--- src/rtl/zrb_uart_link.sv ---
// rtl/zrb_uart_link.sv - dual-rate UART link: baud generator, 8x RX, TX and RX/TX FIFOs
module zrb_uart_fifo #(
    parameter int W  = 8,
    parameter int AW = 3
) (
    input  logic          clk,
    input  logic          reset_n,
    input  logic          wr,
    input  logic [W-1:0]  wdata,
    input  logic          rd,
    output logic [W-1:0]  rdata,
    output logic [AW:0]   level,
    output logic          full,
    output logic          empty
);
    localparam int DEPTH = 1 << AW;

    logic [W-1:0]  mem_q [DEPTH];
    logic [AW-1:0] wr_ptr_q, wr_ptr_d;
    logic [AW-1:0] rd_ptr_q, rd_ptr_d;
    logic [AW-1:0] rd_next;
    logic [AW:0]   count_q, count_d;
    logic [W-1:0]  head_q, head_d;
    logic          do_wr, do_rd;

    always_comb begin
        full     = count_q[AW];
        empty    = (count_q == '0);
        do_wr    = wr && (!full || rd);
        do_rd    = rd && !empty;
        rd_next  = rd_ptr_q + AW'(1);
        wr_ptr_d = do_wr ? wr_ptr_q + AW'(1) : wr_ptr_q;
        rd_ptr_d = do_rd ? rd_next : rd_ptr_q;
        count_d  = count_q;
        if (do_wr && !do_rd) begin
            count_d = count_q + (AW+1)'(1);
        end else if (do_rd && !do_wr) begin
            count_d = count_q - (AW+1)'(1);
        end
        // Registered head gives first-word fall-through one cycle after a pop or first push.
        head_d = head_q;
        if (do_rd) begin
            if (count_q > (AW+1)'(1)) begin
                head_d = mem_q[rd_next];
            end else if (do_wr) begin
                head_d = wdata;
            end
        end else if (do_wr && empty) begin
            head_d = wdata;
        end
    end

    always_ff @(posedge clk) begin
        if (do_wr) begin
            mem_q[wr_ptr_q] <= wdata;
        end
    end

    always_ff @(posedge clk or negedge reset_n) begin
        if (!reset_n) begin
            wr_ptr_q <= '0;
            rd_ptr_q <= '0;
            count_q  <= '0;
            head_q   <= '0;
        end else begin
            wr_ptr_q <= wr_ptr_d;
            rd_ptr_q <= rd_ptr_d;
            count_q  <= count_d;
            head_q   <= head_d;
        end
    end

    assign rdata = head_q;
    assign level = count_q;
endmodule

module zrb_uart_link #(
    parameter int CLK_FREQ  = 50000000,
    parameter int BAUD_0    = 9600,
    parameter int BAUD_1    = 115200,
    parameter int DATA_BITS = 8,
    parameter int FIFO_AW   = 3
) (
    input  logic                 clk,
    input  logic                 reset_n,
    input  logic                 speed_select,
    output logic                 speed_active,
    input  logic                 bt_rx,
    output logic                 bt_tx,
    input  logic [DATA_BITS-1:0] tx_data,
    input  logic                 tx_write,
    output logic                 tx_full,
    output logic                 tx_busy,
    output logic [DATA_BITS-1:0] rx_data,
    output logic                 rx_valid,
    input  logic                 rx_read,
    output logic [FIFO_AW:0]     rx_level,
    output logic [FIFO_AW:0]     tx_level,
    output logic                 frame_err,
    output logic                 overrun,
    input  logic                 err_clear
);
    localparam int DIV0    = CLK_FREQ / (8 * BAUD_0);
    localparam int DIV1    = CLK_FREQ / (8 * BAUD_1);
    localparam int DIV_MAX = (DIV0 > DIV1) ? DIV0 : DIV1;
    localparam int CW      = $clog2(DIV_MAX);
    localparam int BW      = $clog2(DATA_BITS);
    localparam logic [CW-1:0] LAST0    = CW'(DIV0 - 1);
    localparam logic [CW-1:0] LAST1    = CW'(DIV1 - 1);
    localparam logic [BW-1:0] LAST_BIT = BW'(DATA_BITS - 1);

    generate
        if (DIV0 < 2 || DIV1 < 2) begin : g_bad_div
            $error("zrb_uart_link: baud divider below 2");
        end
        if (DATA_BITS < 5 || DATA_BITS > 9) begin : g_bad_width
            $error("zrb_uart_link: DATA_BITS out of range 5..9");
        end
    endgenerate

    typedef enum logic [1:0] {RX_IDLE, RX_START, RX_DATA, RX_STOP} rx_state_t;
    typedef enum logic [1:0] {TX_IDLE, TX_START, TX_DATA, TX_STOP} tx_state_t;

    logic [CW-1:0]        div_cnt_q, div_cnt_d;
    logic [2:0]           phase_q, phase_d;
    logic                 speed_active_q, speed_active_d;
    logic                 rx_meta_q, rxs_q;
    rx_state_t            rx_state_q, rx_state_d;
    logic [2:0]           rx_cnt_q, rx_cnt_d;
    logic [BW-1:0]        rx_bits_q, rx_bits_d;
    logic [DATA_BITS-1:0] rx_shift_q, rx_shift_d;
    tx_state_t            tx_state_q, tx_state_d;
    logic [BW-1:0]        tx_bits_q, tx_bits_d;
    logic [DATA_BITS-1:0] tx_shift_q, tx_shift_d;
    logic                 bt_tx_q, bt_tx_d;
    logic                 frame_err_q, frame_err_d;
    logic                 overrun_q, overrun_d;

    logic                 tick8, bit_tick, rate_switch;
    logic                 rx_push, frame_set, over_set, rx_full, rx_empty;
    logic                 tx_pop, tx_empty;
    logic [DATA_BITS-1:0] tx_head;

    always_comb begin
        tick8       = (div_cnt_q == (speed_active_q ? LAST1 : LAST0));
        bit_tick    = tick8 && (phase_q == 3'd7);
        rate_switch = (rx_state_q == RX_IDLE) && (tx_state_q == TX_IDLE) &&
                      (speed_select != speed_active_q);
        speed_active_d = rate_switch ? speed_select : speed_active_q;
        // Restart both dividers on a switch so the new rate begins on a clean boundary.
        if (rate_switch || tick8) begin
            div_cnt_d = '0;
        end else begin
            div_cnt_d = div_cnt_q + CW'(1);
        end
        if (rate_switch) begin
            phase_d = '0;
        end else if (tick8) begin
            phase_d = phase_q + 3'd1;
        end else begin
            phase_d = phase_q;
        end
    end

    always_comb begin
        rx_state_d = rx_state_q;
        rx_cnt_d   = rx_cnt_q;
        rx_bits_d  = rx_bits_q;
        rx_shift_d = rx_shift_q;
        rx_push    = 1'b0;
        frame_set  = 1'b0;
        over_set   = 1'b0;
        if (tick8) begin
            case (rx_state_q)
                RX_IDLE: begin
                    if (!rxs_q) begin
                        rx_state_d = RX_START;
                        rx_cnt_d   = '0;
                    end
                end
                RX_START: begin
                    if (rx_cnt_q == 3'd3) begin
                        rx_cnt_d   = '0;
                        rx_bits_d  = '0;
                        rx_state_d = rxs_q ? RX_IDLE : RX_DATA;
                    end else begin
                        rx_cnt_d = rx_cnt_q + 3'd1;
                    end
                end
                RX_DATA: begin
                    rx_cnt_d = rx_cnt_q + 3'd1;
                    if (rx_cnt_q == 3'd7) begin
                        rx_shift_d = {rxs_q, rx_shift_q[DATA_BITS-1:1]};
                        rx_bits_d  = rx_bits_q + BW'(1);
                        if (rx_bits_q == LAST_BIT) begin
                            rx_state_d = RX_STOP;
                        end
                    end
                end
                RX_STOP: begin
                    rx_cnt_d = rx_cnt_q + 3'd1;
                    if (rx_cnt_q == 3'd7) begin
                        rx_state_d = RX_IDLE;
                        if (!rxs_q) begin
                            frame_set = 1'b1;
                        end else if (rx_full) begin
                            over_set = 1'b1;
                        end else begin
                            rx_push = 1'b1;
                        end
                    end
                end
                default: rx_state_d = RX_IDLE;
            endcase
        end
    end

    always_comb begin
        tx_state_d = tx_state_q;
        tx_bits_d  = tx_bits_q;
        tx_shift_d = tx_shift_q;
        bt_tx_d    = bt_tx_q;
        tx_pop     = 1'b0;
        if (bit_tick) begin
            case (tx_state_q)
                TX_START: begin
                    bt_tx_d    = tx_shift_q[0];
                    tx_shift_d = tx_shift_q >> 1;
                    tx_bits_d  = '0;
                    tx_state_d = TX_DATA;
                end
                TX_DATA: begin
                    if (tx_bits_q == LAST_BIT) begin
                        bt_tx_d    = 1'b1;
                        tx_state_d = TX_STOP;
                    end else begin
                        bt_tx_d    = tx_shift_q[0];
                        tx_shift_d = tx_shift_q >> 1;
                        tx_bits_d  = tx_bits_q + BW'(1);
                    end
                end
                default: begin
                    // IDLE and the end of STOP both launch the next queued byte directly.
                    if (!tx_empty) begin
                        tx_pop     = 1'b1;
                        tx_shift_d = tx_head;
                        bt_tx_d    = 1'b0;
                        tx_state_d = TX_START;
                    end else begin
                        tx_state_d = TX_IDLE;
                    end
                end
            endcase
        end
    end

    always_comb begin
        frame_err_d = err_clear ? 1'b0 : (frame_err_q | frame_set);
        overrun_d   = err_clear ? 1'b0 : (overrun_q | over_set);
    end

    always_ff @(posedge clk or negedge reset_n) begin
        if (!reset_n) begin
            div_cnt_q      <= '0;
            phase_q        <= '0;
            speed_active_q <= 1'b0;
            rx_meta_q      <= 1'b1;
            rxs_q          <= 1'b1;
            rx_state_q     <= RX_IDLE;
            rx_cnt_q       <= '0;
            rx_bits_q      <= '0;
            rx_shift_q     <= '0;
            tx_state_q     <= TX_IDLE;
            tx_bits_q      <= '0;
            tx_shift_q     <= '0;
            bt_tx_q        <= 1'b1;
            frame_err_q    <= 1'b0;
            overrun_q      <= 1'b0;
        end else begin
            div_cnt_q      <= div_cnt_d;
            phase_q        <= phase_d;
            speed_active_q <= speed_active_d;
            rx_meta_q      <= bt_rx;
            rxs_q          <= rx_meta_q;
            rx_state_q     <= rx_state_d;
            rx_cnt_q       <= rx_cnt_d;
            rx_bits_q      <= rx_bits_d;
            rx_shift_q     <= rx_shift_d;
            tx_state_q     <= tx_state_d;
            tx_bits_q      <= tx_bits_d;
            tx_shift_q     <= tx_shift_d;
            bt_tx_q        <= bt_tx_d;
            frame_err_q    <= frame_err_d;
            overrun_q      <= overrun_d;
        end
    end

    zrb_uart_fifo #(.W(DATA_BITS), .AW(FIFO_AW)) u_rx_fifo (
        .clk     (clk),
        .reset_n (reset_n),
        .wr      (rx_push),
        .wdata   (rx_shift_q),
        .rd      (rx_read),
        .rdata   (rx_data),
        .level   (rx_level),
        .full    (rx_full),
        .empty   (rx_empty)
    );

    zrb_uart_fifo #(.W(DATA_BITS), .AW(FIFO_AW)) u_tx_fifo (
        .clk     (clk),
        .reset_n (reset_n),
        .wr      (tx_write),
        .wdata   (tx_data),
        .rd      (tx_pop),
        .rdata   (tx_head),
        .level   (tx_level),
        .full    (tx_full),
        .empty   (tx_empty)
    );

    assign speed_active = speed_active_q;
    assign bt_tx        = bt_tx_q;
    assign tx_busy      = (tx_state_q != TX_IDLE);
    assign rx_valid     = !rx_empty;
    assign frame_err    = frame_err_q;
    assign overrun      = overrun_q;
endmodule
--- config.mk ---
export PLATFORM = sky130hd
export DESIGN_NAME = zrb_uart_link
export DESIGN_NICKNAME = d
export VERILOG_FILES = /design/src/rtl/zrb_uart_link.sv
export SDC_FILE = /design/constraint.sdc
export NUM_CORES = 1
export LEC_CHECK = 0
export BUFFER_PORTS_ARGS = -buffer_cell sky130_fd_sc_hd__clkbuf_2
export CAP_MARGIN = 20
export CORE_UTILIZATION = 45
export DETAILED_ROUTE_END_ITERATION = 16
export SYNTH_ARGS = -nofsm -noshare
export SYNTH_HDL_FRONTEND = slang
export SYNTH_HIERARCHICAL = 1
export SYNTH_SLANG_ARGS = --single-unit
--- constraint.sdc ---
create_clock -name clk -period 8.6 [get_ports clk]
set_input_delay 0.43 -clock clk [delete_from_list [all_inputs] [get_ports clk]]
set_output_delay 0.43 -clock clk [all_outputs]
set_load 0.005 [all_outputs]
==> flow_summary.json <==
{
  "status": "finished clean",
  "areaGrowthSynthToFinish_pct": 12.9,
  "cts_resized": 0,
  "yosysMostFrequentCell": "edfxtp_1",
  "yosysTopAreaCellShare_pct": 40.3,
  "setup_viol": 0,
  "dpl.hpwl_mm": 11.2,
  "fmax_mhz": 294,
  "gr-usage-met3_pct": 2.50,
  "p_int_uw": 1810,
  "grt_pass1_wl_mm": 28.4,
  "drtIter0Drc": 230,
  "antenna_found_initial": 0,
  "path_clk_slew_ns": 0.05,
  "end_kind": "flop",
  "antenna_cells_inserted": 0,
  "switching_share_pct": 24.1,
  "slew_viol_final": 0,
  "ys_async_sr_fraction_pct": 39.6,
  "power.share.clock_pct": 40.5,
  "utilization_pct": 52.5,
  "slew_headroom_pct": 33.4,
  "clk_latency_ns": 0.51,
  "gr-usage-met2_pct": 28.7,
  "yosys-top-cells-area": "edfxtp_1 (40%), dfrtp_1 (21%), mux4_1 (8.8%)",
  "yosysWarnings": 6,
  "fp.coreArea_mm2": 0.0205,
  "synth_edf_count": 128,
  "row_count": 52,
  "drc": 0,
  "die_area_mm2": 0.0218,
  "r2r_setup_slack_ns": 5.20,
  "synth_nets": 668,
  "finalSetupTns_ns": 0,
  "cp.arrival_ns": 3.81,
  "multi_input_area_mm2": 0.00334,
  "crit_path_cell_trace": "nor4_1, and3b_1, o21ai_2, nor3_1, inv_1, a21oi_1, inv_1, ha_1, or4_1, a21oi_1, xnor2_1",
  "die-width_um": 148,
  "numCtsBuffers": 24,
  "hold_viol": 0,
  "synth.avg_cell_area_um2": 15.3,
  "portBuffers": 37,
  "p_leak_uw": 0.00447,
  "synth.cell_area_mm2": 0.00954,
  "path_class": "flop to flop",
  "required_ns": 9.01,
  "worst-r2r-cell-count": 11,
  "routed_wirelength_mm": 17.1,
  "switching_power_uw": 575,
  "clockRootBuffer": "clkbuf_16",
  "crit_fanout": 7,
  "gr-usage-met1_pct": 21.2,
  "seq_area_mm2": 0.00595,
  "slowest_stage": "nor3_1",
  "period_needed_ns": 3.40,
  "layout-drive-gt1-share_pct": 18.9,
  "ys_ff_latch": 212,
  "post_cts_buffers": 0,
  "crit_family": "simple AND/OR/NAND/NOR gates",
  "start_util_pct": 46.5,
  "num_io_pins": 38,
  "r2r_end": "u_tx_fifo/level[3]",
  "grt_util_all_layers_pct": 16.4,
  "cts.sinks": 212,
  "worst_pin_slew_ns": 0.995,
  "yosys-top-cells-count": "edfxtp_1 (128), dfrtp_1 (81), nand2_1 (53)",
  "drtAntennaViolNets": 0,
  "drt_pass1_iterations": 4,
  "synthFlopType": "edfxtp_1",
  "gp_congestion": 0.766,
  "yosysUniqueCellTypes": 53,
  "ir_drop_uv": 167,
  "final_nets": 721,
  "critPathMaxStageDelay_ns": 0.52,
  "seq_power_share_pct": 47.9,
  "cp-startpoint": "div_cnt_q[1]",
  "grt_max_degree": 85,
  "fp.dieH_um": 148,
  "synth-seq-area-share_pct": 62.4,
  "cp.buffers_inverters": 2,
  "grt_pass1_vias": 5484,
  "skew_ns": 0.0256,
  "max_cap_viol_count": 0,
  "powerDensity_mw_per_mm2": 221,
  "crit-reg2reg-launch": "div_cnt_q[1]",
  "grt_overflow_total": 0,
  "cts_tree": "yes",
  "htreeDepth": 1,
  "busiest_layer": "met2",
  "hold_depth": 1,
  "clockBufferDepth": 3,
  "worstHoldPathType": "input pin to flop",
  "final.fill_count": 1661,
  "synth_top_cell_by_area": "edfxtp_1",
  "p_comb_share_pct": 11.6,
  "vias": 5204,
  "crit_end": "u_tx_fifo/level[3]",
  "start_kind": "flop",
  "via_per_inst": 5.40,
  "crit_cells": 11,
  "rsz0062_at_grt": "no",
  "synthCells": 623,
  "wire_per_inst_um": 17.7,
  "timing.final.crit_share_pct": 39.6
}
[worst register-to-register path, stage by stage (launching register included)]
cell and delay [ns]:
dfrtp_1 0.41, nor4_1 0.38, and3b_1 0.26, o21ai_2 0.11
nor3_1 0.52, inv_1 0.08, a21oi_1 0.37, inv_1 0.09
ha_1 0.26, or4_1 0.49, a21oi_1 0.19, xnor2_1 0.14
[logic make-up after synthesis]
logic type	Yosys count	share of synthesized area (%)
and+or+nand+nor	172	9.16
buffers and inverters	43	2.70
xor gates and xnor gates	28	2.73
AOI/OAI and AO/OA	58	4.57
adders and majority gates	30	3.94
muxes	80	14.5
DFF	212	62.4
[repair_timing]
action	in CTS	in global routing
setup endpoints to repair	0	0
endpoints found under the hold margin	0	12
hold buffers	0	1
[cells in the final DEF (no fill, tap or decap), drive strengths merged, types with 4 or more instances in the layout]
cell type | netlist | final
o221ai | 16 | 16
nand2b | 7 | 7
ha | 30 | 30
xnor2 | 15 | 15
a21oi | 7 | 7
nand2 | 55 | 55
nor2 | 34 | 34
buf | 19 | 9
nand4 | 4 | 4
mux2i | 20 | 20
mux2 | 28 | 28
edfxtp | 128 | 128
nand3 | 30 | 30
clkbuf | 2 | 74
nor3 | 13 | 13
clkinv | 0 | 7
o21ai | 20 | 20
nor2b | 5 | 5
inv | 22 | 22
dfrtp | 81 | 81
o31ai | 5 | 5
and2 | 8 | 8
xor2 | 13 | 13
mux4 | 32 | 32
[cell type report]
class | instances | area share [%]
sequential | 212 | 55.2
multi-input combinational | 368 | 31.0
clock buffer | 36 | 6.46
tap | 270 | 3.14
timing repair buffer | 48 | 2.72
inverter | 22 | 0.767
clock inverter | 8 | 0.651
[flip-flops by register name (all words and copies together) (netlist names), 2 cells and up, named ones only]
signal and cells:
div_cnt_q 10, phase_q 3, rx_bits_q 3, rx_cnt_q 3
rx_shift_q 8, tx_bits_q 3, tx_shift_q 8, tx_state_q 2
u_rx_fifo/level 4, u_rx_fifo/mem_q 64, u_rx_fifo/rd_ptr_q 3, u_rx_fifo/rdata 8
u_rx_fifo/wr_ptr_q 3, u_tx_fifo/level 4, u_tx_fifo/mem_q 64, u_tx_fifo/rd_ptr_q 3
u_tx_fifo/rdata 8, u_tx_fifo/wr_ptr_q 3
[how the worst min path moves through the flow]
stage | start | end | slack [ns]
4_1_cts | bt_rx | rx_meta_q | 0.004
3_3_place_gp | rx_meta_q | rxs_q | 0.35
5_1_grt | bt_rx | rx_meta_q | 0.004
3_5_place_dp | rx_meta_q | rxs_q | 0.35
2_1_floorplan | reset_n | async pin | 0.13
6_report | bt_rx | rx_meta_q | 0.02
[power by group through the flow]
stage / clock (µW) / combinational (µW) / sequential (µW)
2_1_floorplan: 0 / 248 / 1140
4_1_cts: 992 / 277 / 1140
5_1_grt: 1030 / 303 / 1140
3_5_place_dp: 0 / 276 / 1160
3_3_place_gp: 0 / 273 / 1160
6_report: 964 / 276 / 1140
[per-stage QoR]
| stage | setup WS (ns) | cell area [µm²] | power (µW) | hold WS [ns] | std cells |
|---|---|---|---|---|---|
| 3_5_place_dp | 5.13 | 9940 | 1440 | 0.347 | 915 |
| 4_1_cts | 5.11 | 10700 | 2410 | 0.00400 | 959 |
| 3_3_place_gp | 5.27 | 9940 | 1430 | 0.346 | 915 |
| 5_1_grt | 4.89 | 10800 | 2480 | 0.00360 | 964 |
| 2_1_floorplan | 5.65 | 9540 | 1390 | 0.134 | 623 |
| 6_report | 5.20 | 10800 | 2380 | 0.0194 | 964 |
[per-layer routing]
layer,wire [µm],vias up
met5,0,-
met4,291,0
met3,554,21
met2,8530,74
met1,7710,2623
li1,-,2486
(Power assumes the default switching activity.)
